--- config.mk ---
export PLATFORM = sky130hd
export DESIGN_NAME = controle_estados_flat
export DESIGN_NICKNAME = d
export VERILOG_FILES = /design/src/rtl/estados_pkg.sv /design/src/rtl/controle_estados_if.sv /design/src/rtl/debounce_botao.sv /design/src/rtl/controle_estados.sv /design/src/flat_wrapper.sv
export SDC_FILE = /design/constraint.sdc
export NUM_CORES = 1
export LEC_CHECK = 0
export BUFFER_PORTS_ARGS = -buffer_cell sky130_fd_sc_hd__buf_2
export CORE_ASPECT_RATIO = 1.75
export CORE_UTILIZATION = 50
export DETAILED_ROUTE_END_ITERATION = 8
export PLACE_DENSITY = 0.79
export SLEW_MARGIN = 5
export SYNTH_ARGS = -nofsm -noshare
export SYNTH_HDL_FRONTEND = slang
export SYNTH_SLANG_ARGS = --single-unit
export TNS_END_PERCENT = 10
--- constraint.sdc ---
create_clock -name clk -period 1.9 [get_ports clk]
set_input_delay 0.095 -clock clk [delete_from_list [all_inputs] [get_ports clk]]
set_output_delay 0.095 -clock clk [all_outputs]
set_load 0.03 [all_outputs]
--- src/rtl/estados_pkg.sv ---
// Screen-state encoding shared by the flow controller, the renderer and the game logic.
package estados_pkg;

   typedef logic [1:0] estado_t;

   localparam estado_t EST_INICIAL = 2'd0;
   localparam estado_t EST_JOGO    = 2'd1;
   localparam estado_t EST_VITORIA = 2'd2;
   localparam estado_t EST_DERROTA = 2'd3;

   // Counter width for a 0..n-1 range, never narrower than one bit.
   function automatic int cnt_width(input int n);
      return (n > 1) ? $clog2(n) : 1;
   endfunction

endpackage

--- src/rtl/controle_estados_if.sv ---
// Game-side signals of the flow controller: the button, frame and game events in, and the screen selection out.
interface controle_estados_if;
   import estados_pkg::*;

   logic    botao_start;
   logic    frame_tick;
   logic    evento_vitoria;
   logic    evento_derrota;
   estado_t estado;
   logic    troca;
   logic    reset_jogo;
   logic    start_pulse;

   modport master (
      output botao_start, frame_tick, evento_vitoria, evento_derrota,
      input  estado, troca, reset_jogo, start_pulse
   );

   modport slave (
      input  botao_start, frame_tick, evento_vitoria, evento_derrota,
      output estado, troca, reset_jogo, start_pulse
   );

endinterface

--- src/rtl/debounce_botao.sv ---
// Start-button conditioner: 2-flop synchronizer, stability counter and a single-cycle press pulse.
// A press only counts once the button has been seen released after reset.
module debounce_botao
   import estados_pkg::*;
#(
   parameter int DEBOUNCE_CYCLES = 1000000
) (
   input  logic clk,
   input  logic reset,
   input  logic entrada,
   output logic pulso
);

   localparam int            CW      = cnt_width(DEBOUNCE_CYCLES);
   localparam logic [CW-1:0] CNT_MAX = CW'(DEBOUNCE_CYCLES - 1);

   logic          sync1_q, sync2_q;
   logic          vld1_q, vld2_q;
   logic          filt_q, filt_d, filt_dly_q;
   logic          arm_q, arm_d;
   logic          pulso_q, pulso_d;
   logic [CW-1:0] cnt_q, cnt_d;

   // Filter update, release arming and press-edge detection.
   always_comb begin
      cnt_d  = cnt_q;
      filt_d = filt_q;
      if (sync2_q == filt_q) begin
         cnt_d = '0;
      end else if (cnt_q == CNT_MAX) begin
         cnt_d  = '0;
         filt_d = sync2_q;
      end else begin
         cnt_d = cnt_q + CW'(1);
      end
      // vld2_q marks the synchronizer as holding a real sample rather than its reset value.
      arm_d   = arm_q | (vld2_q & ~sync2_q);
      pulso_d = filt_q & ~filt_dly_q & arm_q;
   end

   // Synchronizer, debounce state and pulse registers.
   always_ff @(posedge clk or negedge reset) begin
      if (!reset) begin
         sync1_q    <= 1'b0;
         sync2_q    <= 1'b0;
         vld1_q     <= 1'b0;
         vld2_q     <= 1'b0;
         filt_q     <= 1'b0;
         filt_dly_q <= 1'b0;
         arm_q      <= 1'b0;
         pulso_q    <= 1'b0;
         cnt_q      <= '0;
      end else begin
         sync1_q    <= entrada;
         sync2_q    <= sync1_q;
         vld1_q     <= 1'b1;
         vld2_q     <= vld1_q;
         filt_q     <= filt_d;
         filt_dly_q <= filt_q;
         arm_q      <= arm_d;
         pulso_q    <= pulso_d;
         cnt_q      <= cnt_d;
      end
   end

   assign pulso = pulso_q;

endmodule

--- src/rtl/controle_estados.sv ---
// Game-flow controller: picks the screen shown by the renderer, blinks the title screen,
// and leaves the end screens on timeout or on a new start press.
module controle_estados
   import estados_pkg::*;
#(
   parameter int DEBOUNCE_CYCLES   = 1000000,
   parameter int BLINK_FRAMES      = 30,
   parameter int END_SCREEN_FRAMES = 300
) (
   input logic               clk,
   input logic               reset,
   controle_estados_if.slave bus
);

   localparam int            BW        = cnt_width(BLINK_FRAMES);
   localparam int            EW        = cnt_width(END_SCREEN_FRAMES);
   localparam logic [BW-1:0] BLINK_MAX = BW'(BLINK_FRAMES - 1);
   localparam logic [EW-1:0] END_MAX   = EW'(END_SCREEN_FRAMES - 1);

   estado_t       estado_q, estado_d;
   logic [BW-1:0] blink_q, blink_d;
   logic [EW-1:0] fim_q, fim_d;
   logic          troca_q, troca_d;
   logic          reset_jogo_q, reset_jogo_d;
   logic          start_pulse_s;

   debounce_botao #(
      .DEBOUNCE_CYCLES(DEBOUNCE_CYCLES)
   ) u_debounce (
      .clk    (clk),
      .reset  (reset),
      .entrada(bus.botao_start),
      .pulso  (start_pulse_s)
   );

   // State, counter and output registers.
   always_ff @(posedge clk or negedge reset) begin
      if (!reset) begin
         estado_q     <= EST_INICIAL;
         blink_q      <= '0;
         fim_q        <= '0;
         troca_q      <= 1'b0;
         reset_jogo_q <= 1'b0;
      end else begin
         estado_q     <= estado_d;
         blink_q      <= blink_d;
         fim_q        <= fim_d;
         troca_q      <= troca_d;
         reset_jogo_q <= reset_jogo_d;
      end
   end

   // Next screen; a simultaneous defeat and victory resolves to defeat.
   always_comb begin
      estado_d = estado_q;
      case (estado_q)
         EST_INICIAL: begin
            if (start_pulse_s) estado_d = EST_JOGO;
            else               estado_d = EST_INICIAL;
         end
         EST_JOGO: begin
            if (bus.evento_derrota)      estado_d = EST_DERROTA;
            else if (bus.evento_vitoria) estado_d = EST_VITORIA;
            else                         estado_d = EST_JOGO;
         end
         EST_VITORIA, EST_DERROTA: begin
            if (start_pulse_s || (bus.frame_tick && (fim_q == END_MAX))) estado_d = EST_INICIAL;
            else                                                          estado_d = estado_q;
         end
         default: estado_d = EST_INICIAL;
      endcase
   end

   // Blink and end-screen counters plus the registered outputs.
   always_comb begin
      blink_d      = blink_q;
      fim_d        = fim_q;
      troca_d      = troca_q;
      reset_jogo_d = 1'b0;
      case (estado_q)
         EST_INICIAL: begin
            fim_d = '0;
            if (start_pulse_s) begin
               blink_d      = '0;
               troca_d      = 1'b0;
               reset_jogo_d = 1'b1;
            end else if (bus.frame_tick) begin
               if (blink_q == BLINK_MAX) begin
                  blink_d = '0;
                  troca_d = ~troca_q;
               end else begin
                  blink_d = blink_q + BW'(1);
               end
            end else begin
               blink_d = blink_q;
            end
         end
         EST_JOGO: begin
            blink_d = '0;
            fim_d   = '0;
            troca_d = 1'b0;
         end
         EST_VITORIA, EST_DERROTA: begin
            blink_d = '0;
            troca_d = 1'b0;
            if (estado_d == EST_INICIAL) fim_d = '0;
            else if (bus.frame_tick)     fim_d = fim_q + EW'(1);
            else                         fim_d = fim_q;
         end
         default: begin
            blink_d = '0;
            fim_d   = '0;
            troca_d = 1'b0;
         end
      endcase
   end

   assign bus.estado      = estado_q;
   assign bus.troca       = troca_q;
   assign bus.reset_jogo  = reset_jogo_q;
   assign bus.start_pulse = start_pulse_s;

endmodule

--- src/flat_wrapper.sv ---
// flat-port wrapper written by rule: the top's interface ports become plain ports
module controle_estados_flat import estados_pkg::*;
#(
   parameter int DEBOUNCE_CYCLES   = 1000000,
   parameter int BLINK_FRAMES      = 30,
   parameter int END_SCREEN_FRAMES = 300
)
  (clk, reset, bus_botao_start, bus_frame_tick, bus_evento_vitoria, bus_evento_derrota, bus_estado, bus_troca, bus_reset_jogo, bus_start_pulse);
  controle_estados_if bus_i ();
  input logic clk;
  input logic reset;
  input wire logic [$bits(bus_i.botao_start)-1:0] bus_botao_start;
  input wire logic [$bits(bus_i.frame_tick)-1:0] bus_frame_tick;
  input wire logic [$bits(bus_i.evento_vitoria)-1:0] bus_evento_vitoria;
  input wire logic [$bits(bus_i.evento_derrota)-1:0] bus_evento_derrota;
  output wire logic [$bits(bus_i.estado)-1:0] bus_estado;
  output wire logic [$bits(bus_i.troca)-1:0] bus_troca;
  output wire logic [$bits(bus_i.reset_jogo)-1:0] bus_reset_jogo;
  output wire logic [$bits(bus_i.start_pulse)-1:0] bus_start_pulse;
  assign bus_i.botao_start = bus_botao_start;
  assign bus_i.frame_tick = bus_frame_tick;
  assign bus_i.evento_vitoria = bus_evento_vitoria;
  assign bus_i.evento_derrota = bus_evento_derrota;
  assign bus_estado = bus_i.estado;
  assign bus_troca = bus_i.troca;
  assign bus_reset_jogo = bus_i.reset_jogo;
  assign bus_start_pulse = bus_i.start_pulse;
  controle_estados #(.DEBOUNCE_CYCLES(DEBOUNCE_CYCLES), .BLINK_FRAMES(BLINK_FRAMES), .END_SCREEN_FRAMES(END_SCREEN_FRAMES)) u_core (.clk(clk), .reset(reset), .bus(bus_i));
endmodule
-- After elaboration in Yosys (flattened, before gate mapping)
Index checks and enable logic that the tools add are counted.
- register bits after elaboration: 46
- output and inout port bits: 5
- add/sub/neg operators: 3
- equality and inequality tests: 10
- multiplexer cells: 20
- bitwise gates (word level): 8
- reduce and logical (&&, ||, !) cells: 9
- operator list (operator ; count):
    two-way mux 20 bit ; 2
    adder 20 x 1 -> 20 bit (second input constant) ; 1
    == test 20 bit (second input constant) ; 1
    two-way mux 9 bit ; 2
    one-hot mux 9 bit (2 select lines) ; 1
    two-way mux 5 bit ; 3
    one-hot mux 5 bit (2 select lines) ; 1
    adder 9 x 1 -> 9 bit (second input constant) ; 1
    == test 9 bit (second input constant) ; 1
    two-way mux 1 bit ; 6
    two-way mux 2 bit ; 3
    != test 3 x 2 -> 1 bit (second input constant) ; 2
    one-hot mux 2 bit (3 select lines) ; 1
    adder 5 x 1 -> 5 bit (second input constant) ; 1
    == test 5 bit (second input constant) ; 1
    == test 2 bit (second input constant) ; 2
    zero test 2 bit ; 2
    inverter 1 bit ; 4
    AND reduction 2 bit ; 2
    OR reduction 2 bit ; 2
    bitwise AND 1 bit ; 3
    != test 3 bit (second input constant) ; 1
    OR reduction 3 bit ; 1
    == test 2 x 1 -> 1 bit (second input constant) ; 1
    other kinds (5) ; 5

-- Longest topological paths before layout
Gate-level depths: netlist of the first run.
- word-level depth: 8
- depth in mapped cells: 7
- depth with buffers taken out: 6

-- Hierarchy
A second synthesis of the first run with hierarchy kept.
- cell total of the unflattened synthesis: 210
- area, all modules: 2212.1 um2
- modules (own cells, without submodules) (module ; times used ; cells an instance ; area an instance (um2)):
    debounce_botao ; 1 ; 118 ; 1262.5
    controle_estados ; 1 ; 92 ; 949.7

-- Worst setup path before layout of the first run
Ideal clock, no wire load.
- path kind: flip-flop to flip-flop
- start point: register u_core.u_debounce.cnt_q[0]
- end point: register u_core.u_debounce.cnt_q[10]
- setup time: 0.121 ns
- arrival time: 1.579 ns
- required time: 1.779 ns
- path slack: 0.200 ns
- stages on the path, launching flop included: 8
- period minus slack after synthesis: 1.700 ns
- cells stage by stage: dfrtp_1 > ha_1 > and4_1 > buf_2 > nand2_1 > o21ai_2 > buf_2 > nor2_1
- word-level cells in the longest chain between the ends: 3
- elaborated cells between the ends (all ways): 4
- classes of those cells: add/sub: 1; eq/ne: 1; mux: 2
- ends and longest elaborated chain (item ; line ; text):
    start: declaration ; debounce_botao.sv:22 ; logic [CW-1:0] cnt_q, cnt_d;
    start signal: assignment ; debounce_botao.sv:62 ; cnt_q <= cnt_d;
    adder 20 x 1 -> 20 bit / == test 20 bit (equally long branches) ; debounce_botao.sv:34, debounce_botao.sv:30 ;
    two-way mux 20 bit (*) ; debounce_botao.sv:30 ; end else if (cnt_q == CNT_MAX) begin
    two-way mux 20 bit (*) ; debounce_botao.sv:28 ; if (sync2_q == filt_q) begin
    named net u_core.u_debounce.cnt_d[10] ; debounce_botao.sv:22 ;
Mark *: on every way through the listed nets, which the timed path passes. The rest lies on a longest branch.
A chain may end at the register's enable or synchronous reset.

-- Worst setup path after layout of the first run
- start point: register u_core.u_debounce.cnt_q[5]
- end point: register u_core.u_debounce.cnt_q[19]
Same word-level chain as after synthesis.

==> results of run 1 <==
-- logic make-up after synthesis --
| family | Yosys count |
|---|---|
| AO/OA/AOI/OAI | 26 |
| XOR/XNOR | 22 |
| adder cells (fa/ha/maj) | 4 |
| buffers and inverters | 11 |
| flip-flops | 46 |
| multiplexers | 3 |
| other | 1 |
| AND/OR/NAND/NOR | 94 |
-- what timing repair did --
| action | 4_1_cts | 5_1_grt |
|---|---|---|
| setup buffers | 0 | 0 |
| hold endpoints to repair | 47 | 0 |
| hold buffers | 2 | 0 |
-- worst max-delay path by stage --
stage	from	depth (start not counted)	slack [ns]	to
after floorplan	u_core.u_debounce.cnt_q[0]	7	0.20	u_core.u_debounce.cnt_q[10]
after global placement	u_core.u_debounce.cnt_q[6]	4	0.26	u_core.u_debounce.cnt_q[17]
after detailed placement	u_core.u_debounce.cnt_q[5]	4	0.20	u_core.u_debounce.cnt_q[17]
after CTS	u_core.u_debounce.cnt_q[6]	4	0.13	u_core.u_debounce.cnt_q[19]
after global routing	u_core.u_debounce.cnt_q[5]	4	0.06	u_core.u_debounce.cnt_q[19]
final	u_core.u_debounce.cnt_q[5]	4	0.12	u_core.u_debounce.cnt_q[19]
-- power groups by stage --
| stage | combinational (W) | clock [W] | sequential, W |
|---|---|---|---|
| after floorplan | 0.000160 | 0 | 0.00113 |
| after global placement | 0.000231 | 0 | 0.00113 |
| after detailed placement | 0.000241 | 0 | 0.00114 |
| after CTS | 0.000246 | 0.000757 | 0.00111 |
| after global routing | 0.000287 | 0.000796 | 0.00113 |
| final | 0.000240 | 0.000739 | 0.00111 |
-- final cells by class --
cell class / instances / area [µm²]
inverters: 5 / 18.8
flip-flops and latches: 46 / 1150
well taps: 49 / 61.3
clock buffers: 5 / 68.8
multi-input cells: 150 / 932
fillers: 370 / 1710
clock inverters: 3 / 43.8
repair buffers: 18 / 128
-- state kept, by name, summed over array words and instances, names as in the netlist, 2 cells and up --
name / count
u_core.u_debounce.cnt_q: 20
u_core.fim_q: 9
u_core.blink_q: 5
u_core.bus.estado: 2
-- worst max-delay path: cells and delay by family, from the launching register on --
family / cells / cell delay, ns
AND/OR/NAND/NOR: 3 / 1.09
AO/OA/AOI/OAI: 1 / 0.19
flip-flops: 1 / 0.44
-- routing by layer --
metal	part of all wire, %	track usage (%)	vias up	wire, µm
li1	-	-	758	-
met1	37	17.8	798	1490
met2	55	38.9	33	2210
met3	2.9	4.12	14	118
met4	4.6	13.3	0	184
met5	0	0	-	0
-- cells in the mapped netlist (all sizes together) (4+ instances only) --
cell / n
nor2: 32
nand4: 8
inv: 5
ha: 4
xnor2: 10
nand2: 12
xor2: 12
a21oi: 8
dfrtp: 46
o21ai: 9
or3: 6
and4: 4
nor3: 5
nand3: 10
-- stage by stage --
stage / total power (W) / utilization, % / hold WS, ns / cells
final: 0.00209 / 58.5 / 0.0387 / 276
after global routing: 0.00221 / 58.5 / 0.0397 / 276
after detailed placement: 0.00138 / 55.2 / -0.0651 / 266
after global placement: 0.00136 / 55.2 / -0.0655 / 266
after floorplan: 0.00129 / - / -0.201 / 207
after CTS: 0.00212 / 58.5 / 0.0333 / 276
==> impl_metrics.ini, run 1 <==
[timing]
setup_violations = 0
finClkSkew_ns = 0.00664
hold_viol = 0
report.final.slew_viol_count = 0
grt_setup_unrepaired = false
max_freq_mhz = 561
slew_headroom_pct = 58.2
min_period_ns = 1.78
tns_ns = 0
setup_ws_ns = 0.116
tightest_slew_ns = 0.621
min_period_over_period_pct = 93.9

[synthesis]
synth_seq_area_share_pct = 54.1
synth_top_family_by_area = simple AND/OR/NAND/NOR gates
yosys.area_share.simple_pct = 23.2
syn_area_um2 = 2130
syn-mean-instance-area_um2 = 10.3
synth.area.mux_share_pct = 1.41
ys.flop_type = dfrtp_1
yosys_warnings = 0
ys_ff_latch = 46
synth_top_area_share_pct = 54.1
syn_nets = 217
synthArstFlopShare_pct = 100
yosys-top-cells-area = dfrtp_1 (54%), nor2_1 (5.6%), xor2_1 (4.9%), xnor2_1 (4.1%), ha_1 (2.4%)
synthDistinctLibCells = 37
synthAdderAreaFrac_pct = 2.35
synthCells = 207
synth_top_area_cell = dfrtp_1
synth_compound_area_share_pct = 7.58
synth_edf_count = 0
synth-xor-area-share_pct = 9.05

[worst_setup_path]
crit_required_ns = 2.13
worstPathMaxFanout = 7
r2r-start = u_core.u_debounce.cnt_q[5]
setup.worst_path.class = register to register
path_cells = nand4_1 > or3_1 > or4_1 > a21oi_1
r2r_slack_ns = 0.12
slowest_delay_ns = 0.47
cp_data_arrival_time_ns = 2.01
reg2reg_to = u_core.u_debounce.cnt_q[19]
ff2ff_path_depth = 4
cp-start-kind = register
end_kind = register
worst_path_max_delay_cell = or3_1

[power]
p_clk_share_pct = 35.3
p_leak_nw = 1.07
powerDensity_nw_per_um2 = 871
power_frac_seq_pct = 53.2
p_int_w = 0.00155
switching_share_pct = 26.1
vdd_ir_drop_max_mv = 0.640
comb_power_share_pct = 11.5
switching_power_w = 0.000547

[hold_path]
whs_path_depth = 3
hp-start = bus_evento_derrota
min_path_type = input pin to register
holdPathEnd = u_core.bus.estado[1]

[cts]
cts.path.max_buffers = 2
cts_tree = yes
htreeDepth = 2
clkTransAtPathRegs_ns = 0.09
cts.sinks = 46
cts_made_buffers = 5
cts-root-buf = clkbuf_8
clk_latency_ns = 0.30
ctsResizeCount = 0

[die]
boundaryPins = 11
core_area_um2 = 4110
num_rows = 31
start_util_pct = 51.8
dieArea_um2 = 4530
fp.dieH_um = 88.3
die_w_um = 51.3

[grt]
grt_pass1_wl_um = 6620
track_usage_pct = 20.1
grt_max_degree = 22
grt_pass1_vias = 1587
grt_overflow = 0
antenna_found_initial = 0

[layout]
drive_above_1_share_pct = 11.9
final_common_cell = dfrtp_1
final_cell_mix = dfrtp_1 (46), nor2_1 (32), nand2_1 (12), xor2_1 (12)
antenna_cells = 0
syn_to_final_growth_pct = 12.9
finish.instance_area_um2 = 2400
layout.nets = 236

[placement]
routabilityCongestion = 0.971
io_buffer_count = 10
placed_area_um2 = 2270
dpl.hpwl_um = 2820
place_ws_ns = 0.199

[detailed_routing]
viasPerCell = 5.81
dr_total_vias = 1603
antenna_left = 0
drt_iter0_markers = 41
drt_first_pass_iters = 4
route.detailed.drc = 0
post_drt_wl_per_cell_um = 14.5
drt_wl_total_um = 4000

[run]
cap_violations = 0

[status]
outcome = finished, final reports clean
(Power assumes the default switching activity.)
==> inputs of run 2 (changes only) <==
Settings changed: ABC_AREA set to 1.
Clock period 1.9 ns to 2.2 ns, I/O delays scaled along.
==> impl_metrics.ini, run 2 <==
[worst_setup_path]
ff2ff_path_depth = 8
cp-start-kind = register
r2r_slack_ns = 0.75
crit_required_ns = 2.39
cp_data_arrival_time_ns = 1.64
end_kind = register
setup.worst_path.class = register to register
worstPathMaxFanout = 10
reg2reg_to = u_core.u_debounce.cnt_q[7]
r2r-start = u_core.u_debounce.cnt_q[0]

[synthesis]
syn_area_um2 = 2370
synth_top_area_cell = dfrtp_1
ys.flop_type = dfrtp_1
synth_top_area_share_pct = 48.6
yosys-top-cells-area = dfrtp_1 (49%), nor2_1 (9.7%), nand2_1 (8.7%), inv_1 (5.7%), xor2_1 (3.7%)
yosys_warnings = 0
synthDistinctLibCells = 29
syn-mean-instance-area_um2 = 8.13
synth_commonest_cells = nor2_1 (61), nand2_1 (55), dfrtp_1 (46)
yosysMostFrequentCell = nor2_1
synth_edf_count = 0
ys_ff_latch = 46
synthCells = 291
syn_nets = 301
synthArstFlopShare_pct = 100
synth_seq_area_share_pct = 48.6

[cts]
cts.sinks = 46
htreeDepth = 2
clk_latency_ns = 0.30
cts_tree = yes
ctsResizeCount = 0
cts-root-buf = clkbuf_8
clkTransAtPathRegs_ns = 0.09
hold_buffers = 2
cts_setup_buffers = 0
cts_made_buffers = 5
cts.path.max_buffers = 2

[grt]
track_usage_pct = 20.4
grt_overflow = 0
antenna_found_initial = 0
grt_max_degree = 31
grt_pass1_wl_um = 7390
grt_pass1_vias = 1734

[hold_path]
whs_path_depth = 3
holdPathEnd = u_core.bus.estado[1]
hp-start = bus_evento_derrota
min_path_type = input pin to register

[die]
core_area_um2 = 4480
num_rows = 32
boundaryPins = 11
dieArea_um2 = 5020
start_util_pct = 52.8
fp.dieH_um = 93.0
die_w_um = 54.0

[detailed_routing]
route.detailed.drc = 0
post_drt_wl_per_cell_um = 12.1
viasPerCell = 5.10
dr_total_vias = 1846
drt_wl_total_um = 4370
drt_iter0_markers = 61
drt_first_pass_iters = 4
antenna_left = 0

[timing]
tns_ns = 0
max_freq_mhz = 691
min_period_over_period_pct = 65.8
finClkSkew_ns = 0.00745
timing.hold.ws_ns = 0.0688
setup_violations = 0
hold_viol = 0
report.final.slew_viol_count = 0
grt_setup_unrepaired = false
min_period_ns = 1.45

[layout]
final_common_cell = nor2_1
largest_register = u_core.u_debounce.cnt_q
drive_above_1_share_pct = 13.8
antenna_cells = 0
syn_to_final_growth_pct = 9.67
final_cell_mix = nor2_1 (61), nand2_1 (55), dfrtp_1 (46)
layout.cells.non_filler = 362
layout.nets = 320
reg_top3 = u_core.u_debounce.cnt_q (20), u_core.fim_q (9), u_core.blink_q (5)
final_util_pct = 57.9
largest_register_ffs = 20
n_fill_cell = 420

[power]
vdd_ir_drop_max_mv = 0.623
p_clk_share_pct = 31.9
switching_power_w = 0.000458
power_frac_seq_pct = 55.8
p_int_w = 0.00123
p_leak_nw = 1.13
powerDensity_nw_per_um2 = 650
comb_power_share_pct = 12.3
switching_share_pct = 27.1

[placement]
dpl.hpwl_um = 3270
routabilityCongestion = 0.883
dp.cells = 352
io_buffer_count = 10

[run]
cap_violations = 0

[status]
outcome = finished, final reports clean
==> run 2: cell types whose count changed after synthesis, sizes merged, moves of 5 or more <==
cell and change:
inv +33, nand3 +9, xnor2 -5, or3 -6, nor2 +39, o21ai -6
nand2 +48, nor3 +9
==> run 2: how the worst max path moves through the flow <==
| stage | start | depth (start not counted) | to |
|---|---|---|---|
| CTS | u_core.u_debounce.cnt_q[0] | 8 | u_core.u_debounce.cnt_q[7] |
| floorplan | u_core.bus.estado[1] | 9 | u_core.blink_q[4] |
| global route | u_core.u_debounce.cnt_q[10] | 8 | u_core.u_debounce.cnt_q[7] |
| global placement | u_core.u_debounce.cnt_q[0] | 8 | u_core.u_debounce.cnt_q[7] |
| finish | u_core.u_debounce.cnt_q[0] | 8 | u_core.u_debounce.cnt_q[7] |
| detailed placement | u_core.u_debounce.cnt_q[0] | 8 | u_core.u_debounce.cnt_q[7] |
==> run 2: metrics by stage <==
step	worst slack (ns)	instance area, µm²	total power, W
2_1_floorplan	0.860	2370	0.00110
3_3_place_gp	0.810	2480	0.00116
3_5_place_dp	0.757	2480	0.00117
4_1_cts	0.750	2600	0.00171
5_1_grt	0.594	2600	0.00179
6_report	0.752	2600	0.00169
==> run 2: cell families after synthesis <==
kind of cell	Yosys count	share of synthesized area [%]
DFF	46	48.6
buffers and inverters	39	6.45
AOI/OAI and AO/OA	16	3.70
muxes	1	0.423
other	1	0.158
adders and majority gates	4	2.11
and+or+nand+nor	169	33.0
xor gates and xnor gates	15	5.55
==> run 2: routing by layer <==
layer  GRT usage, %  wire (µm)  vias up
met5              0          0        -
met2           37.0       2420       27
li1               -          -      942
met3           4.55        104        9
met4           8.97        106        0
met1           20.9       1740      868
==> run 2: power groups by stage <==
stage          sequential, W  clock [W]  combinational [W]
2_1_floorplan       0.000966          0           0.000137
3_3_place_gp        0.000955          0           0.000200
4_1_cts             0.000942   0.000558           0.000213
5_1_grt             0.000952   0.000593           0.000246
3_5_place_dp        0.000959          0           0.000211
6_report            0.000942   0.000538           0.000208
==> run 2: critical path, stage by stage, from the launching register on <==
cell and delay (ns):
dfrtp_1 0.37, ha_1 0.20, inv_1 0.10, nor3_2 0.23
nand3_2 0.14, nand2_4 0.17, inv_4 0.05, nand2_1 0.05
nor2_1 0.04
==> run 2: cell type report <==
class	instances	area, µm²	share of cell area (%)
clock inverters	2	12.5	0.482
well taps	51	63.8	2.46
repair buffers	13	77.6	2.99
inverters	38	145	5.59
multi-input cells	206	1060	41.0
flip-flops and latches	46	1150	44.3
clock buffers	6	82.6	3.18
==> inputs of run 3 (changes only) <==
Clock period 2.2 ns to 1.45 ns, I/O delays scaled along.
==> impl_metrics.ini, run 3 (synthesis results as in run 2) <==
[status]
outcome = finished, final reports clean

[timing]
min_period_over_period_pct = 95.7
setup_violations = 0
setup_ws_ns = 0.0626
grt_setup_unrepaired = true
report.final.slew_viol_count = 0
timing.hold.ws_ns = 0.0386
finClkSkew_ns = 0.0115
tightest_slew_ns = 0.540
max_freq_mhz = 721
tns_ns = 0
min_period_ns = 1.39
slew_headroom_pct = 64.0
hold_viol = 0

[layout]
final_cell_mix = nor2_1 (59), nand2_1 (53), dfrtp_1 (45)
layout.nets = 328
final_util_pct = 60.6
antenna_cells = 0
reg_top3 = u_core.u_debounce.cnt_q (20), u_core.fim_q (9), u_core.blink_q (5)
largest_register = u_core.u_debounce.cnt_q
drive_above_1_share_pct = 19.1
final_common_cell = nor2_1
largest_register_ffs = 20
syn_to_final_growth_pct = 14.8

[die]
fp.dieH_um = 93.0
dieArea_um2 = 5020
start_util_pct = 52.8
die_w_um = 54.0
boundaryPins = 11
num_rows = 32
core_area_um2 = 4480

[cts]
clk_latency_ns = 0.30
cts_made_buffers = 5
cts-root-buf = clkbuf_8
cts.path.max_buffers = 2
cts.sinks = 46
cts_tree = yes
htreeDepth = 2
clkTransAtPathRegs_ns = 0.09

[worst_setup_path]
end_kind = register
cp-start-kind = register
worstPathMaxFanout = 4
setup.worst_path.class = register to register
crit_required_ns = 1.67
cp_data_arrival_time_ns = 1.61

[placement]
io_buffer_count = 10
place_ws_ns = -0.0139
dpl.hpwl_um = 3370
routabilityCongestion = 0.943

[power]
powerDensity_nw_per_um2 = 944
vdd_ir_drop_max_mv = 0.967
p_leak_nw = 1.19

[detailed_routing]
drt_iter0_markers = 49
dr_total_vias = 1940
antenna_left = 0
post_drt_wl_per_cell_um = 12.6
route.detailed.drc = 0
viasPerCell = 5.24
drt_first_pass_iters = 4
drt_wl_total_um = 4650

[grt]
grt_max_degree = 25
grt_pass1_wl_um = 7910
antenna_found_initial = 0
grt_pass1_vias = 1881
grt_overflow = 0
track_usage_pct = 21.7

[hold_path]
min_path_type = input pin to register

[run]
cap_violations = 0
[run 3: changes by cell type in the layout (fill, tap and decap cells not counted), sizes merged]
cell and change:
buf +7, nand2 +1
[run 3: area by class of cell]
type,count,area [µm²]
Fill cell,377,1770
Sequential cell,46,1150
Multi-Input combinational cell,207,1120
Inverter,38,145
Timing Repair Buffer,20,143
Clock buffer,6,82.6
Tap cell,51,63.8
Clock inverter,2,12.5
[run 3: path summary, 6_finish.rpt]
check                                           startpoint                     endpoint  slack [ns]  cells after the start
worst max-delay path            u_core.u_debounce.cnt_q[0]  u_core.u_debounce.cnt_q[18]        0.06                      7
worst min-delay path                    bus_evento_derrota         u_core.bus.estado[1]        0.04                      3
worst max register to register  u_core.u_debounce.cnt_q[0]  u_core.u_debounce.cnt_q[18]        0.06                      7
worst min register to register   u_core.u_debounce.sync1_q    u_core.u_debounce.sync2_q        0.35                      0
max in group asynchronous                            reset   u_core.u_debounce.cnt_q[7]        0.65                      3
min in group asynchronous                            reset              u_core.fim_q[3]        0.29                      2
[run 3: power breakdown]
part / internal (W) / total (W) / switching [W]
clock network: 0.000383 / 0.000801 / 0.000418
registers: 0.00137 / 0.00143 / 0.0000600
logic: 0.000125 / 0.000334 / 0.000209
total: 0.00188 / 0.00257 / 0.000688
[run 3: repair_timing]
action | in CTS | in global routing
gates cloned | 1 | 0
endpoints found under the hold margin | 23 | 0
endpoints found under the setup margin | 4 | 13
hold buffers | 2 | 0
buffers inserted | 0 | 2
pin swaps | 1 | 5
gates resized for setup | 1 | 13
[run 3: per-stage QoR]
stage          instance area (µm²)  total power [W]  instances
4_1_cts                       2660          0.00258        368
6_report                      2720          0.00257        370
2_1_floorplan                 2370          0.00167        291
3_3_place_gp                  2530          0.00176        357
3_5_place_dp                  2530          0.00178        357
5_1_grt                       2720          0.00271        370
[run 3: critical path: stages (launching register included)]
cell     delay [ns]
dfrtp_1        0.36
ha_2           0.19
inv_2          0.05
nor2_4         0.14
nand2_4        0.09
nor2_4         0.20
nand3_2        0.12
a21oi_2        0.14
[run 3: routing by layer]
layer	up-vias	GRT usage [%]	share of wire, %
met5	-	0	0
met4	0	10.9	3.9
met3	16	4.07	3.1
met2	39	38.7	55
met1	918	22.9	38
li1	967	-	-
